--- src/rtl/pipe_scoreboard_if.sv ---
// Decode-side bundle of the pipeline scoreboard: issue fields in, hazard/forward/write-back out.
// The scoreboard itself sits on the slave modport; the decode/control side drives the master.
interface pipe_scoreboard_if #(
    parameter int GPR_NUM = 32,
    parameter int DEPTH   = 3,
    parameter int CNT_W   = 32
);
    localparam int ADDR_W = $clog2(GPR_NUM);
    localparam int FWD_W  = $clog2(DEPTH + 1);

    logic              cpu_en;
    logic              id_valid;
    logic [ADDR_W-1:0] id_rs0_addr;
    logic [ADDR_W-1:0] id_rs1_addr;
    logic              id_rs0_used;
    logic              id_rs1_used;
    logic              id_gpr_we_;
    logic [ADDR_W-1:0] id_dst_addr;
    logic              id_is_load;
    logic              flush;
    logic              stall;
    logic [FWD_W-1:0]  fwd_sel_0;
    logic [FWD_W-1:0]  fwd_sel_1;
    logic              wb_gpr_we_;
    logic [ADDR_W-1:0] wb_dst_addr;
    logic [CNT_W-1:0]  stall_cnt;

    modport master (
        output cpu_en, id_valid, id_rs0_addr, id_rs1_addr, id_rs0_used, id_rs1_used,
               id_gpr_we_, id_dst_addr, id_is_load, flush,
        input  stall, fwd_sel_0, fwd_sel_1, wb_gpr_we_, wb_dst_addr, stall_cnt
    );

    modport slave (
        input  cpu_en, id_valid, id_rs0_addr, id_rs1_addr, id_rs0_used, id_rs1_used,
               id_gpr_we_, id_dst_addr, id_is_load, flush,
        output stall, fwd_sel_0, fwd_sel_1, wb_gpr_we_, wb_dst_addr, stall_cnt
    );
endinterface

--- src/rtl/pipe_scoreboard.sv ---
// Pipeline register scoreboard: tracks in-flight writers, selects forwarding sources and
// stalls decode on not-yet-ready load results. Stage 1 = EX register, stage DEPTH = write-back.
module pipe_scoreboard #(
    parameter int GPR_NUM    = 32,
    parameter int DEPTH      = 3,
    parameter int LOAD_READY = 2,
    parameter int CNT_W      = 32
) (
    input  logic              clk,
    input  logic              reset,
    pipe_scoreboard_if.slave  sb
);
    localparam int ADDR_W = $clog2(GPR_NUM);
    localparam int FWD_W  = $clog2(DEPTH + 1);

    typedef struct packed {
        logic              valid;
        logic              we_;
        logic [ADDR_W-1:0] dst;
        logic              is_load;
    } entry_t;

    localparam entry_t BUBBLE = '{valid: 1'b0, we_: 1'b1, dst: '0, is_load: 1'b0};

    entry_t            stg [1:DEPTH];
    entry_t            stage1_next;
    logic [CNT_W-1:0]  stall_cnt_q;
    logic              stall;

    logic [ADDR_W-1:0] rs_addr [2];
    logic              rs_used [2];
    logic [FWD_W-1:0]  fwd_sel [2];
    logic              hit     [2];
    logic              rdy     [2];

    assign rs_addr[0] = sb.id_rs0_addr;
    assign rs_addr[1] = sb.id_rs1_addr;
    assign rs_used[0] = sb.id_rs0_used;
    assign rs_used[1] = sb.id_rs1_used;

    // Scan oldest to youngest so the youngest matching writer wins.
    always_comb begin
        for (int n = 0; n < 2; n++) begin
            fwd_sel[n] = '0;
            hit[n]     = 1'b0;
            rdy[n]     = 1'b1;
            for (int k = DEPTH; k >= 1; k--) begin
                if (stg[k].valid && !stg[k].we_ && rs_used[n] &&
                    stg[k].dst == rs_addr[n] && stg[k].dst != '0) begin
                    fwd_sel[n] = FWD_W'(k);
                    hit[n]     = 1'b1;
                    rdy[n]     = !stg[k].is_load || (k >= LOAD_READY);
                end
            end
        end
    end

    always_comb begin
        stall = sb.id_valid && !sb.flush &&
                ((hit[0] && !rdy[0]) || (hit[1] && !rdy[1]));
    end

    always_comb begin
        stage1_next = BUBBLE;
        if (sb.id_valid && !stall && !sb.flush) begin
            stage1_next.valid   = 1'b1;
            stage1_next.we_     = sb.id_gpr_we_;
            stage1_next.dst     = sb.id_dst_addr;
            stage1_next.is_load = sb.id_is_load;
        end
    end

    // A flush kills both the decode instruction and the current stage-1 entry, so the
    // stage-1 occupant becomes a bubble as it moves into stage 2.
    always_ff @(posedge clk or negedge reset) begin
        if (!reset) begin
            for (int k = 1; k <= DEPTH; k++) begin
                stg[k] <= BUBBLE;
            end
            stall_cnt_q <= '0;
        end else if (sb.cpu_en) begin
            stg[1] <= stage1_next;
            for (int k = 2; k <= DEPTH; k++) begin
                stg[k] <= (k == 2 && sb.flush) ? BUBBLE : stg[k-1];
            end
            if (stall && stall_cnt_q != '1) begin
                stall_cnt_q <= stall_cnt_q + CNT_W'(1);
            end
        end
    end

    assign sb.stall       = stall;
    assign sb.fwd_sel_0   = fwd_sel[0];
    assign sb.fwd_sel_1   = fwd_sel[1];
    assign sb.wb_gpr_we_  = !(stg[DEPTH].valid && !stg[DEPTH].we_);
    assign sb.wb_dst_addr = stg[DEPTH].dst;
    assign sb.stall_cnt   = stall_cnt_q;
endmodule
--- src/flat_wrapper.sv ---
// flat-port wrapper written by rule: the top's interface ports become plain ports
module pipe_scoreboard_flat 
#(
    parameter int GPR_NUM    = 32,
    parameter int DEPTH      = 3,
    parameter int LOAD_READY = 2,
    parameter int CNT_W      = 32
)
  (clk, reset, sb_cpu_en, sb_id_valid, sb_id_rs0_addr, sb_id_rs1_addr, sb_id_rs0_used, sb_id_rs1_used, sb_id_gpr_we_, sb_id_dst_addr, sb_id_is_load, sb_flush, sb_stall, sb_fwd_sel_0, sb_fwd_sel_1, sb_wb_gpr_we_, sb_wb_dst_addr, sb_stall_cnt);
  pipe_scoreboard_if #(.GPR_NUM(GPR_NUM), .DEPTH(DEPTH), .CNT_W(CNT_W)) sb_i ();
  input  logic clk;
  input  logic reset;
  input wire logic [$bits(sb_i.cpu_en)-1:0] sb_cpu_en;
  input wire logic [$bits(sb_i.id_valid)-1:0] sb_id_valid;
  input wire logic [$bits(sb_i.id_rs0_addr)-1:0] sb_id_rs0_addr;
  input wire logic [$bits(sb_i.id_rs1_addr)-1:0] sb_id_rs1_addr;
  input wire logic [$bits(sb_i.id_rs0_used)-1:0] sb_id_rs0_used;
  input wire logic [$bits(sb_i.id_rs1_used)-1:0] sb_id_rs1_used;
  input wire logic [$bits(sb_i.id_gpr_we_)-1:0] sb_id_gpr_we_;
  input wire logic [$bits(sb_i.id_dst_addr)-1:0] sb_id_dst_addr;
  input wire logic [$bits(sb_i.id_is_load)-1:0] sb_id_is_load;
  input wire logic [$bits(sb_i.flush)-1:0] sb_flush;
  output wire logic [$bits(sb_i.stall)-1:0] sb_stall;
  output wire logic [$bits(sb_i.fwd_sel_0)-1:0] sb_fwd_sel_0;
  output wire logic [$bits(sb_i.fwd_sel_1)-1:0] sb_fwd_sel_1;
  output wire logic [$bits(sb_i.wb_gpr_we_)-1:0] sb_wb_gpr_we_;
  output wire logic [$bits(sb_i.wb_dst_addr)-1:0] sb_wb_dst_addr;
  output wire logic [$bits(sb_i.stall_cnt)-1:0] sb_stall_cnt;
  assign sb_i.cpu_en = sb_cpu_en;
  assign sb_i.id_valid = sb_id_valid;
  assign sb_i.id_rs0_addr = sb_id_rs0_addr;
  assign sb_i.id_rs1_addr = sb_id_rs1_addr;
  assign sb_i.id_rs0_used = sb_id_rs0_used;
  assign sb_i.id_rs1_used = sb_id_rs1_used;
  assign sb_i.id_gpr_we_ = sb_id_gpr_we_;
  assign sb_i.id_dst_addr = sb_id_dst_addr;
  assign sb_i.id_is_load = sb_id_is_load;
  assign sb_i.flush = sb_flush;
  assign sb_stall = sb_i.stall;
  assign sb_fwd_sel_0 = sb_i.fwd_sel_0;
  assign sb_fwd_sel_1 = sb_i.fwd_sel_1;
  assign sb_wb_gpr_we_ = sb_i.wb_gpr_we_;
  assign sb_wb_dst_addr = sb_i.wb_dst_addr;
  assign sb_stall_cnt = sb_i.stall_cnt;
  pipe_scoreboard #(.GPR_NUM(GPR_NUM), .DEPTH(DEPTH), .LOAD_READY(LOAD_READY), .CNT_W(CNT_W)) u_core (.clk(clk), .reset(reset), .sb(sb_i));
endmodule
--- config.mk ---
export PLATFORM = sky130hd
export DESIGN_NAME = pipe_scoreboard_flat
export DESIGN_NICKNAME = d
export VERILOG_FILES = /design/src/rtl/pipe_scoreboard_if.sv /design/src/rtl/pipe_scoreboard.sv /design/src/flat_wrapper.sv
export SDC_FILE = /design/constraint.sdc
export NUM_CORES = 1
export LEC_CHECK = 0
export CORE_ASPECT_RATIO = 0.9
export CORE_MARGIN = 2
export CORE_UTILIZATION = 45
export CTS_CLUSTER_SIZE = 16
export DETAILED_ROUTE_END_ITERATION = 10
export PLACE_DENSITY = 0.83
export RECOVER_POWER = 50
export SLEW_MARGIN = 20
export SYNTH_ARGS = -nofsm -noshare
export SYNTH_HDL_FRONTEND = slang
export SYNTH_SLANG_ARGS = --single-unit
--- constraint.sdc ---
create_clock -name clk -period 1.9 [get_ports clk]
set_input_delay 0.285 -clock clk [delete_from_list [all_inputs] [get_ports clk]]
set_output_delay 0.285 -clock clk [all_outputs]
set_load 0.01 [all_outputs]
==> flow_metrics.tcl <==
set metrics [dict create \
    status "finished with violations" \
    violations "negative setup slack" \
    fin_util_pct 73.6 \
    routed_wl_um 8150 \
    die_height_um 79.9 \
    drive_gt1_share_pct 35.6 \
    place_area_um2 4110 \
    ff2ff_path_depth 12 \
    synth_area_um2 2880 \
    grt.overflow.total 0 \
    cp_top_family "simple AND/OR/NAND/NOR gates" \
    drt.antenna.violating_nets 0 \
    cts-buffers-inserted 5 \
    maxCapViolCount 0 \
    grt_pass1_vias 2638 \
    vias 2639 \
    fin_tns_setup_ns -17.79 \
    portBuffers 66 \
    clockBufferDepth 2 \
    viasPerCell 5.25 \
    drtIter0Drc 202 \
    setup_slack_ns -0.600 \
    drc_errors 0 \
    clock_skew_ns 0.0133 \
    synth_top_cells_by_count "dfrtp_1, xnor2_1, xor2_1" \
    start_kind "register" \
    gp_congestion 0.935 \
    die-area_um2 7050 \
    cts_root_buf "clkbuf_8" \
    crit_top_cell "buf_6" \
    start_util_pct 46.8 \
    setup_viol 45 \
    ys_ff_latch 54 \
    synth.area.top_cells "dfrtp_1, xnor2_1, xor2_1, nand4_1, and3_1" \
    relSlewSlack_pct 13.5 \
    synthFlopType "dfrtp_1" \
    synth_area_leader_cell "dfrtp_1" \
    antenna_found_initial 0 \
    io_pins 67 \
    insertion_delay_ns 0.31 \
    synth_most_common_cell "dfrtp_1" \
    stdcell_area_um2 4530 \
    cp.depth 12 \
    nNetsFinal 441 \
    ys_types 38 \
    path_clk_slew_ns 0.10 \
    async_reset_ff_share_pct 100 \
    worst-setup-path-type "register to register" \
    grt_max_degree 55 \
    diodes 0 \
    critical_path.max_fanout 7 \
    hp-class "input port to register" \
    crit_arrival_ns 2.73 \
    path_cells "buf_6 -> xor2_2 -> nor4_2 -> and3_1 -> or2_4 -> buf_4 -> buf_6 -> and3_4 -> buf_6 -> clkbuf_16 -> nand3_2 -> xnor2_1" \
    hold_viol 0 \
    crit_buf_inv 5 \
    grtUsageTotal_pct 23.0 \
    area_growth_pct 57.4 \
    wl_per_cell_um 16.2 \
    htree_num_levels 2 \
    place_hpwl_um 5570 \
    die_x_um 88.3 \
    core-area_um2 6150 \
    yosysWarningCount 0 \
    firstDrtPassIters 4 \
    power.leakage_uw 0.00211 \
    num_rows 27 \
    syn_avg_cell_area_um2 10.6 \
    ir_drop_uv 342 \
    rsz0062_at_grt "yes" \
    slowest_stage "dfrtp_2" \
    finalCritPeriodShare_pct 132 \
    slew_violations 0 \
    cts_sinks 54 \
    synth_top_area_share_pct 44.4 \
    period_minus_slack_ns 2.50 \
    synthesis.nets 296 \
    hold_depth 3 \
    yosysSeqAreaShare_pct 47.1 \
    grt_pass1_wl_um 12600 \
    synthesis.instances 271 \
    synth-edff-count 0 \
    cpPeakStageDelay_ns 0.42 \
    critPathRequiredTime_ns 2.13 \
    power_density_nw_per_um2 474 \
    worst_pin_slew_ns 1.30 \
    cts_tree "done" \
    cp-end-kind "register" \
    fmax_mhz 400 \
]
## what timing repair did
item,in CTS,in global routing
setup buffers,12,5
hold endpoints to repair,51,0
gates cloned,2,1
hold buffers,1,0
pin swaps,29,19
gates resized for setup,51,29
setup endpoints to repair,45,45
## metrics by stage
| step | power, µW | worst slack [ns] | instances | hold WS [ns] |
|---|---|---|---|---|
| 6_report | 2140 | -0.600 | 503 | 0.487 |
| 5_1_grt | 2230 | -0.631 | 503 | 0.497 |
| 3_3_place_gp | 1490 | -0.868 | 480 | 0.302 |
| 2_1_floorplan | 1330 | -0.188 | 271 | -0.0106 |
| 3_5_place_dp | 1500 | -0.895 | 480 | 0.304 |
| 4_1_cts | 2150 | -0.492 | 502 | 0.474 |
## where the power goes
group          total [µW]  leakage, µW  internal [µW]  switching, µW
sequential           1210     0.000729           1180           28.1
clock                 624    0.0000373            254            370
combinational         315      0.00134            173            142
total                2140      0.00211           1600            541
## placed cells by master, fill, tap and decap left out, types with 3 or more instances in the layout
master,n
nand3_1,7
nand4_1,18
a22o_1,6
nand2_1,5
nand3b_1,6
nor4_2,6
xnor2_1,33
mux2_2,7
dfrtp_1,49
buf_6,9
dfstp_2,3
o21ai_1,3
o21ai_0,7
inv_1,9
buf_2,6
clkbuf_8,5
nand2_4,4
nor2_1,10
nand2_2,3
and2_1,4
clkdlybuf4s50_1,60
and3_1,13
xor2_1,23
nand3_2,4
buf_4,72
xnor2_2,3
nand3_4,4
## worst min-delay path: cells and delay by family
kind	cells	cell delay, ns
compound gates	1	0.05
buf+inv	2	0.45
## state kept, by name (all words and copies together) (netlist names)
| signal | flops |
|---|---|
| u_core.sb.stall_cnt | 32 |
| u_core.sb.wb_dst_addr | 5 |
| u_core.stg | 17 |
## area by class of cell
| type | count | area, µm² |
|---|---|---|
| clock buffer | 6 | 72.6 |
| clock inverter | 1 | 7.51 |
| fill | 434 | 1620 |
| inverter | 9 | 33.8 |
| multi-input combinational | 195 | 1620 |
| sequential | 54 | 1360 |
| tap | 87 | 109 |
| timing repair buffer | 151 | 1330 |
## routing by layer
layer	track usage (%)	share of wire, %	wire length (µm)
met1	32.9	44	3610
met2	36.7	49	3980
met3	2.48	5.3	431
met4	6.97	1.6	131
met5	0	0	0
## kinds of logic (layout without fill, tap and decap cells)
group,count (synthesis),count (layout),synth area share (%)
AO/OA/AOI/OAI,22,22,4.87
adder cells (fa/ha/maj),1,1,0.435
XOR/XNOR,60,60,18.3
multiplexers,8,8,3.26
flip-flops,54,54,47.1
buffers and inverters,22,167,4.35
AND/OR/NAND/NOR,104,104,21.7
## worst paths after layout
kind	startpoint	end	slack, ns
max	u_core.stg[19]$_DFFE_PN0P_	u_core.sb.stall_cnt[16]$_DFFE_PN0P_	-0.60
min	sb_id_gpr_we_	u_core.stg[22]$_DFFE_PN1P_	0.49
max reg2reg	u_core.stg[19]$_DFFE_PN0P_	u_core.sb.stall_cnt[16]$_DFFE_PN0P_	-0.60
min reg2reg	u_core.sb.stall_cnt[23]$_DFFE_PN0P_	u_core.sb.stall_cnt[23]$_DFFE_PN0P_	0.50
max in group asynchronous	reset	u_core.stg[20]$_DFFE_PN0P_	0.16
min in group asynchronous	reset	u_core.sb.stall_cnt[28]$_DFFE_PN0P_	0.89
No activity file was read; power rests on OpenSTA's default activity.
